**config.mk**
```make
export PLATFORM = sky130hd
export DESIGN_NAME = lsb_mem_unit
export DESIGN_NICKNAME = d
export VERILOG_FILES = /design/src/rtl/lsb_mem_unit.sv
export SDC_FILE = /design/constraint.sdc
export NUM_CORES = 1
export LEC_CHECK = 0
export CORE_MARGIN = 1.5
export CORE_UTILIZATION = 39
export DETAILED_ROUTE_END_ITERATION = 7
export GPL_TIMING_DRIVEN = 0
export PLACE_DENSITY = 0.68
export REMOVE_ABC_BUFFERS = 1
export SLEW_MARGIN = 20
export SYNTH_ARGS = -nofsm -noshare
export SYNTH_HDL_FRONTEND = slang
export SYNTH_SLANG_ARGS = --single-unit
```
**constraint.sdc**
```tcl
create_clock -name clk -period 8.5 [get_ports clk]
set_input_delay 1.7 -clock clk [delete_from_list [all_inputs] [get_ports clk]]
set_output_delay 1.7 -clock clk [all_outputs]
set_load 0.02 [all_outputs]
```
**src/rtl/lsb_mem_unit.sv**
```systemverilog
// lsb_mem_unit: takes one load/store from the LSB at a time and moves it
// byte-serially over the shared byte-wide RAM port once the arbiter grants.
// Load results are sign/zero-extended and broadcast on the CDB.
module lsb_mem_unit #(
    parameter int TAG_W  = 4,
    parameter int DATA_W = 32,
    parameter int ADDR_W = 32
) (
    input  logic              clk,
    input  logic              rst,
    input  logic              rdy,
    input  logic              req_valid,
    output logic              req_ready,
    input  logic [3:0]        req_op,
    input  logic [ADDR_W-1:0] req_addr,
    input  logic [DATA_W-1:0] req_data,
    input  logic [TAG_W-1:0]  req_tag,
    input  logic              flush,
    output logic              bus_req,
    input  logic              bus_gnt,
    output logic [ADDR_W-1:0] mem_a,
    output logic [7:0]        mem_dout,
    output logic              mem_wr,
    input  logic [7:0]        mem_din,
    input  logic              io_buffer_full,
    output logic              cdb_valid,
    output logic [TAG_W-1:0]  cdb_tag,
    output logic [DATA_W-1:0] cdb_data,
    output logic              store_done
);

    typedef enum logic [2:0] {IDLE, WAIT_GNT, LOAD, STORE, DONE} state_t;

    state_t            state, state_nxt;
    logic [2:0]        cnt, cnt_nxt, cnt_m1;
    logic [3:0]        op_q;
    logic [ADDR_W-1:0] addr_q;
    logic [DATA_W-1:0] data_q, ld_q, ld_ext;
    logic [TAG_W-1:0]  tag_q;
    logic [2:0]        nbytes;
    logic              is_store, io_stall, accept;

    assign is_store = op_q[3];
    // size 11 is illegal and falls through to a word access
    assign nbytes   = (op_q[1:0] == 2'b00) ? 3'd1 : (op_q[1:0] == 2'b01) ? 3'd2 : 3'd4;
    // stores to the HCI output ports must wait while its buffer is full
    assign io_stall = is_store && io_buffer_full &&
                      (addr_q == ADDR_W'(32'h30000) || addr_q == ADDR_W'(32'h30004));
    assign accept   = (state == IDLE) && req_valid && !flush;
    assign cnt_m1   = cnt - 3'd1;

    // state register and byte counter
    always_ff @(posedge clk) begin
        if (rst) begin
            state <= IDLE;
            cnt   <= '0;
        end else if (rdy) begin
            state <= state_nxt;
            cnt   <= cnt_nxt;
        end
    end

    // request latch and little-endian assembly of load bytes (byte i-1 arrives at count i)
    always_ff @(posedge clk) begin
        if (rst) begin
            op_q   <= '0;
            addr_q <= '0;
            data_q <= '0;
            tag_q  <= '0;
            ld_q   <= '0;
        end else if (rdy) begin
            if (accept) begin
                op_q   <= req_op;
                addr_q <= req_addr;
                data_q <= req_data;
                tag_q  <= req_tag;
                ld_q   <= '0;
            end else if (state == LOAD && cnt != 3'd0) begin
                ld_q[{cnt_m1[1:0], 3'b000} +: 8] <= mem_din;
            end
        end
    end

    // next state; flush only aborts loads, committed stores always run to completion
    always_comb begin
        state_nxt = state;
        cnt_nxt   = cnt;
        case (state)
            IDLE:     if (accept) state_nxt = WAIT_GNT;
            WAIT_GNT: begin
                if (flush && !is_store) begin
                    state_nxt = IDLE;
                end else if (bus_gnt && !io_stall) begin
                    state_nxt = is_store ? STORE : LOAD;
                    cnt_nxt   = '0;
                end
            end
            LOAD: begin
                if (flush)                state_nxt = IDLE;
                else if (cnt == nbytes)   state_nxt = DONE;
                else                      cnt_nxt   = cnt + 3'd1;
            end
            STORE: begin
                if (cnt == nbytes - 3'd1) state_nxt = DONE;
                else                      cnt_nxt   = cnt + 3'd1;
            end
            DONE:     state_nxt = IDLE;
            default:  state_nxt = IDLE;
        endcase
    end

    // extend assembled load bytes to register width
    always_comb begin
        case (op_q[1:0])
            2'b00:   ld_ext = {{(DATA_W-8){~op_q[2] & ld_q[7]}}, ld_q[7:0]};
            2'b01:   ld_ext = {{(DATA_W-16){~op_q[2] & ld_q[15]}}, ld_q[15:0]};
            default: ld_ext = ld_q;
        endcase
    end

    // Moore outputs decoded from state; bus_req also drops while a store is io-stalled
    always_comb begin
        req_ready  = (state == IDLE) && !flush;
        bus_req    = ((state == WAIT_GNT) && !io_stall) || (state == LOAD) || (state == STORE);
        mem_a      = '0;
        mem_dout   = '0;
        mem_wr     = 1'b0;
        cdb_valid  = 1'b0;
        cdb_tag    = '0;
        cdb_data   = '0;
        store_done = 1'b0;
        case (state)
            LOAD:  if (cnt < nbytes) mem_a = addr_q + ADDR_W'(cnt);
            STORE: begin
                mem_a    = addr_q + ADDR_W'(cnt);
                mem_wr   = 1'b1;
                mem_dout = data_q[{cnt[1:0], 3'b000} +: 8];
            end
            DONE: begin
                if (is_store) begin
                    store_done = 1'b1;
                end else begin
                    cdb_valid = 1'b1;
                    cdb_tag   = tag_q;
                    cdb_data  = ld_ext;
                end
            end
            default: ;
        endcase
    end

endmodule

```
Word-level counts from Yosys, hierarchy flattened
Cells that the tools add are included.
- input port bits: 87
- memory bits (read-only): 0
- word-level logic and storage cells: 93
- latch bits: 0
- flip-flop bits (word level): 110
- output and inout port bits: 81
- memories: 0
- bits in writable memories: 0
- add/subtract/negate cells: 5
- shift operators: 3
- mux-type cells: 32
- eq/ne operators: 18
- reductions and logical operators: 24
- div/mod/pow operators: 0
- order comparisons: 1
- bitwise logic cells: 3
- multiply operators: 0
- operators with widths (operator ; count):
    $mux 32 ; 5
    $pmux 32 s2 ; 2
    $eq 32x18->1 const B ; 2
    $mux 3 ; 13
    $add 32x3->32 ; 1
    $bwmux 32 ; 1
    $shift 8x7->32 const A ; 1
    $shiftx 32x6->8 ; 1
    $shiftx 8x7->32 ; 1
    $ne 2x2->1 const B ; 7
    $pmux 3 s4 ; 1
    $logic_and 1x1->1 ; 9
    $pmux 3 s3 ; 1
    $mux 4 ; 2
    $mux 8 ; 1
    $neg 5->7 ; 1
    $reduce_and 7->1 ; 1
    $eq 3x2->1 const B ; 2
    $eq 3x3->1 ; 2
    $mux 1 ; 6
    $reduce_bool 3->1 ; 2
    $reduce_and 5->1 ; 1
    $reduce_and 2->1 ; 2
    $add 3x1->3 const B ; 1
    15 further kinds ; 20

Logic depth before layout (Yosys ltp)
Gate-level depths: netlist (run 1).
- word-level depth: 8
- mapped depth: 9
- depth with buffers taken out: 8

Worst setup path before layout (run 1)
No wires, ideal clock.
- kind: reg2out
- start: register cnt[1]
- end: output mem_a[28]
- data arrival time: 2.744 ns
- required time: 6.800 ns
- stages on the path, launching flop included: 9
- path slack: 4.056 ns
- path through: dfxtp_1 clkbuf_1 inv_1 fa_1 nor2b_1 o21a_1 nand3_1 or4_1 a21oi_1
- word-level cells in the longest chain between the ends: 3
- RTL lines (item ; line ; source):
    start, declared ; 35 ; logic [2:0] cnt, cnt_nxt, cnt_m1;
    start signal, assigned ; 59 ; cnt <= cnt_nxt;
    $add 32x3->32 / $lt 3x3->1 (equally long branches) ; 133, 135 ;
    $mux 32 ; 133 ; LOAD: if (cnt < nbytes) mem_a = addr_q + ADDR_W'(cnt);
    $pmux 32 s2 * ; 132 ; case (state)
    end, declared ; 21 ; output logic [ADDR_W-1:0] mem_a,
Every way passes the cells marked *; elsewhere a longest branch is shown, timed or not.

Worst setup path in the final report (run 1)
- start: register cnt[0]
- end: output mem_a[30]
Same word-level chain as after synthesis.

==> reports/qor.txt, run 1 <==
Worst path max stage delay: 1.00 ns
HP Class: flip-flop to flip-flop
layout cells sized above 1: 4.45%
Final GP Congestion: 0.811
die height: 125 um
Hold Crit Depth: 2
DR vias/cell: 5.27
Switching Share: 24.6%
Post-CTS Repair Setup Buffers: 0
largest net degree at the start of global routing: 66
io pins: 168
Register-to-Register Path Depth: 6
sequential fraction of the synthesis area: 38.1%
CP cell instances: ha_1 > inv_1 > fa_1 > nor2b_1 > o21a_1 > nand3_1 > or4_1 > a21oi_1 > clkdlybuf4s50_1
# Max-Cap Violations: 0
Fmax achieved: 0.170 GHz
CP startpoint: cnt[0]
first-pass GRT wire length: 27,500 um
clk slew on worst S/H paths: 0.07 ns
Syn Inst Count: 760
Fin Setup TNS: 0 ns
Synth Area per Inst: 7.60 um^2
drt pass-1 iters: 5
area grow syn2layout: 37.1%
yosys warns: 0
placed insts: 1,066
Power Density: 140 mW/mm^2
hold_ws: 0.453 ns
sequential share of power: 49.4%
Req. time, crit path: 6.80 ns
Fin Clk Skew: 0.00714 ns
clk_lat worst skew: 0.35 ns
number of synthesized flops with an enable pin: 0
IO Port Bufs: 167
ANT cells: 0
antenna violations before repair: 0
drt drc: 0
fraction of power consumed by the clock network: 39.1%
overall power: 1.11 mW
clk sinks: 110
TritonCTS Buffers: 9
outcome: finished clean
area share of the largest cell type after synthesis: 38.1%
WS Path Type: flip-flop to output pin
RSZ-0062 raised after global routing: no
Yosys reg bits: 110
non-filler cells in the finished layout: 1,082
Leakage Power: 2.63 nW
IR drop worst, VDD: 0.152 mV
ys async rst share: 0%
final worst slack: 2.63 ns
nets: 993
period utilization: 69.0%
crit end category: output pin
placeable core area: 0.0145 mm^2
Crit Reg-Reg Endpoint: ld_q[28]
routed wire length per instance: 15.4 um
worst reg2reg setup slack: 5.20 ns
# hold bufs at CTS: 0
Final Hold Fails: 0
HP Start: data_q[27]
CP Data Arrival Time: 4.17 ns
vias: 5,699
CP startpoint kind: flip-flop
CP max FO: 18
post-layout min period: 5.87 ns
Slew headroom: 31.1%
Starting Density: 39.9%
area leader, netlist: dfxtp_1
total grt overflow: 0
internal power: 0.833 mW
die area: 0.0156 mm^2
Total GRT Usage: 21.4%
Chip Width: 125 um
vias in the first global route: 5,420
Antenna Nets Post-Route: 0
Buf+Inv Stages, Crit Path: 2
CTS tree: done
Rows: 44
Crit path max-delay family: flip-flops
HPWL Detailed: 11,700 um
measured slew at the worst slew-check pin: 1.03 ns
CTS Buffer Depth: 2
Syn Std Cell Area: 0.00578 mm^2
H-tree Lvls: 3
reg-to-reg startpoint: cnt[0]
max-slew violation count: 0
power share of the combinational group: 11.6%
Routed WL: 16,600 um
Hold Crit Endpoint: data_q[27]
PostCTS Resize Cnt: 0
Root Buffer Master: clkbuf_16
Setup WS pre-CTS: 2.95 ns
Initial DRC Count: 355
endpoints failing setup: 0
synth top area cells: dfxtp_1 (38%), nand2_1 (10%), a21oi_1 (9.4%)
P_sw: 0.272 mW
Unique masters post-synth: 49
CP max stage cell: dfxtp_1
top_reg_cell synth: dfxtp_1
worst max-delay path by stage:
stage,endpoint,slack [ns],cells past startpoint
floorplan,cdb_data[16],3.66,4
global placement,ld_q[2],2.02,6
detailed placement,mem_a[30],2.95,9
CTS,mem_a[30],2.54,9
global route,mem_a[30],2.36,9
finish,mem_a[30],2.63,9
cells in the final DEF, fill, tap and decap left out, types with 4 or more instances in the layout:
cell type          n
o31ai_1            7
ha_1              12
and3_1            11
inv_1             33
nor2b_1           13
a21oi_1          109
nand3_1           14
mux4_2             8
nand2_1          158
nor2_1            61
nand2b_1           4
clkdlybuf4s50_1  166
or4_1              5
or3_1              4
xnor2_1           18
dfxtp_1          110
and2_1            15
o21ai_0            9
o21a_1             9
nor4_1            15
xor2_1             5
a22oi_1           32
nand4_1            9
nor3_1            11
clkbuf_16          9
layout make-up:
type	instances	area, um^2
Tap cell	184	230
Fill cell	1430	6560
Inverter	34	128
Multi-Input combinational cell	566	3270
Clock buffer	10	239
Clock inverter	6	67.6
Timing Repair Buffer	172	1780
Sequential cell	110	2200
power groups by stage:
stage | Combinational [mW] | Sequential [mW] | Clock [mW]
after floorplan | 0.0537 | 0.552 | 0
after global placement | 0.122 | 0.557 | 0
after detailed placement | 0.128 | 0.557 | 0
after CTS | 0.129 | 0.545 | 0.444
after global routing | 0.141 | 0.548 | 0.465
final | 0.128 | 0.545 | 0.432
flip-flops by register name, indices dropped and copies added (netlist names):
name and count:
addr_q 32, cnt 3, data_q 32, ld_q 32, op_q 4, state 3, tag_q 4
worst min-delay path, cell delays in order, from the launching register on:
cell and delay (ns):
dfxtp_1 0.31, nand2_1 0.05, a21oi_1 0.05
cell families after synthesis:
kind of cell | Yosys count | share of synthesized area (%)
XOR/XNOR | 23 | 3.49
AO/OA/AOI/OAI | 188 | 19.8
flip-flops | 110 | 38.1
adder cells (fa/ha/maj) | 13 | 2.95
AND/OR/NAND/NOR | 334 | 26.7
buffers and inverters | 84 | 5.78
multiplexers | 8 | 3.12
metrics by stage:
stage / utilization [%] / area [um^2]
after floorplan: - / 5570
after global placement: 51.6 / 7470
after global routing: 54.7 / 7920
after detailed placement: 52.5 / 7610
after CTS: 54.7 / 7910
final: 54.7 / 7920
metal layers:
metal  up-vias  routed length, um  GRT usage (%)
met5         -                  0              0
li1       2887                  -              -
met4         0                216           4.26
met3        11                957           5.67
met2       137               7770           34.8
met1      2664               7690           28.7
cell usage after synthesis (7+ instances only):
master	n
dfxtp_1	110
o21a_1	9
nand3_1	14
nor2b_1	13
a21oi_1	109
and2_1	16
mux4_2	8
xnor2_1	18
nand2_1	159
nand4_1	9
a22oi_1	32
nor4_1	15
o21ai_0	9
nor3_1	11
nor2_1	61
o31ai_1	7
buf_2	14
and3_1	11
ha_1	12
inv_1	33
clkbuf_1	35
No activity file was read; power rests on OpenSTA's default activity.
==> run 2, diff against run 1 <==
--- a/config.mk
+++ b/config.mk
@@ -9,7 +9,7 @@
 export CORE_UTILIZATION = 39
 export DETAILED_ROUTE_END_ITERATION = 7
 export GPL_TIMING_DRIVEN = 0
-export PLACE_DENSITY = 0.68
+export PLACE_DENSITY = 0.7
 export REMOVE_ABC_BUFFERS = 1
 export SLEW_MARGIN = 20
 export SYNTH_ARGS = -nofsm -noshare
==> constraint.sdc (replaced) <==
create_clock -name clk -period 4.93 [get_ports clk]
set_input_delay 0.986 -clock clk [delete_from_list [all_inputs] [get_ports clk]]
set_output_delay 0.986 -clock clk [all_outputs]
set_load 0.02 [all_outputs]
==> run 2 against run 1 <==
Compared with the run above: hold slack worse by 0.0011 ns; clock power rose by 76%; critical endpoint unchanged; sequential cell count unchanged; core utilization grew 0.060 points.
==> reports/qor.txt, run 2 (same netlist as run 1, synthesis figures left out) <==
Setup WS pre-CTS: 0.205 ns
Initial DRC Count: 372
Final Cell Area: 0.00793 mm^2
RSZ-0062 raised after global routing: no
overall power: 1.92 mW
crit end category: output pin
drt pass-1 iters: 5
max-slew violation count: 0
Register-to-Register Path Depth: 7
placeable core area: 0.0145 mm^2
first-pass GRT wire length: 26,100 um
WS Path Type: flip-flop to output pin
worst reg2reg setup slack: 1.99 ns
Post-CTS Repair Setup Buffers: 0
Req. time, crit path: 3.94 ns
Final GP Congestion: 0.834
met3 WL: 1010 um
IO Port Bufs: 167
fillers: 1,417
largest net degree at the start of global routing: 69
HP Start: tag_q[0]
IR drop worst, VDD: 0.224 mV
power share of the combinational group: 11.5%
fraction of power consumed by the clock network: 39.5%
sequential share of power: 48.9%
nets: 993
die height: 125 um
CP Data Arrival Time: 3.67 ns
largest registers: addr_q (32), data_q (32), ld_q (32)
die area: 0.0156 mm^2
reg-to-reg startpoint: op_q[1]
Crit path max-delay family: simple AND/OR/NAND/NOR gates
Final Hold Fails: 0
Metal-1 WL: 7480 um
Slew headroom: 36.1%
CP max FO: 16
total grt overflow: 0
most frequent cells in the layout: clkdlybuf4s50_1 (166), nand2_1 (158), a21oi_1 (109)
Chip Width: 125 um
CTS Buffer Depth: 2
post-layout min period: 4.66 ns
clk slew on worst S/H paths: 0.08 ns
Crit Reg-Reg Endpoint: state[0]
Max Used Layer: met4
vias: 5,763
outcome: finished clean
PostCTS Resize Cnt: 2
Antenna Nets Post-Route: 0
hold_ws: 0.452 ns
TritonCTS Buffers: 9
Starting Density: 39.9%
Hold Crit Depth: 2
vias in the first global route: 5,246
Fin Clk Skew: 0.0111 ns
CP max stage cell: clkdlybuf4s50_1
Power Density: 242 mW/mm^2
clk sinks: 110
period utilization: 94.5%
HPWL Detailed: 11,600 um
most common cell after layout, fill and taps aside: clkdlybuf4s50_1
Fin Setup TNS: 0 ns
# Max-Cap Violations: 0
Switching Share: 25.7%
Rows: 44
layout cells sized above 1: 4.68%
Worst path max stage delay: 0.63 ns
HP Class: flip-flop to flip-flop
CP cell instances: inv_1 > fa_1 > nor2b_1 > o21a_1 > nand3_1 > or4_1 > a21oi_1 > clkdlybuf4s50_1
drt drc: 0
# hold bufs at CTS: 0
ANT cells: 0
P_sw: 0.493 mW
Routed WL: 16,500 um
routed wire length per instance: 15.2 um
Buf+Inv Stages, Crit Path: 2
final worst slack: 0.273 ns
clk_lat worst skew: 0.36 ns
Util after Layout: 54.7%
placed insts: 1,066
Leakage Power: 2.63 nW
internal power: 1.43 mW
Hold Crit Endpoint: tag_q[0]
H-tree Lvls: 3
Root Buffer Master: clkbuf_16
area grow syn2layout: 37.2%
endpoints failing setup: 0
dpl cell area: 0.00761 mm^2
CP startpoint kind: flip-flop
measured slew at the worst slew-check pin: 0.958 ns
antenna violations before repair: 0
io pins: 168
met2 WL: 7670 um
Fmax achieved: 0.215 GHz
non-filler cells in the finished layout: 1,082
DR vias/cell: 5.33
Total GRT Usage: 20.5%
CTS tree: done
-- run 2: how the worst max path moves through the flow --
stage / endpoint / slack (ns) / startpoint / cells past startpoint
3_3_place_gp: ld_q[6] / -0.86 / flush / 6
3_5_place_dp: mem_a[30] / 0.21 / cnt[0] / 9
4_1_cts: mem_a[30] / 0.16 / cnt[0] / 9
5_1_grt: mem_a[30] / 0.04 / cnt[1] / 8
2_1_floorplan: cdb_data[16] / 0.81 / state[0] / 4
6_report: mem_a[30] / 0.27 / cnt[1] / 8
-- run 2: worst min-delay path, delay by kind of cell, from the launching register on --
family           cells  cell delay, ns
flip-flops           1            0.31
AND/OR/NAND/NOR      1            0.05
AO/OA/AOI/OAI        1            0.05
-- run 2: per-layer routing --
metal | up-vias | GRT usage [%]
met3 | 18 | 4.85
li1 | 2896 | -
met4 | 0 | 6.76
met2 | 174 | 33.6
met5 | - | 0
met1 | 2675 | 26.6
-- run 2: cell type report --
| class | count | area, um^2 | share of cell area [%] |
|---|---|---|---|
| well taps | 184 | 230 | 2.90 |
| clock buffers | 9 | 225 | 2.84 |
| flip-flops and latches | 110 | 2210 | 27.8 |
| clock inverters | 7 | 80.1 | 1.01 |
| multi-input cells | 566 | 3270 | 41.3 |
| inverters | 34 | 128 | 1.61 |
| repair buffers | 172 | 1780 | 22.5 |
-- run 2: power groups by stage --
stage,sequential [mW],combinational [mW],clock [mW]
floorplan,0.952,0.0926,0
global route,0.944,0.243,0.806
detailed placement,0.960,0.222,0
global placement,0.960,0.211,0
CTS,0.940,0.222,0.776
finish,0.939,0.222,0.759
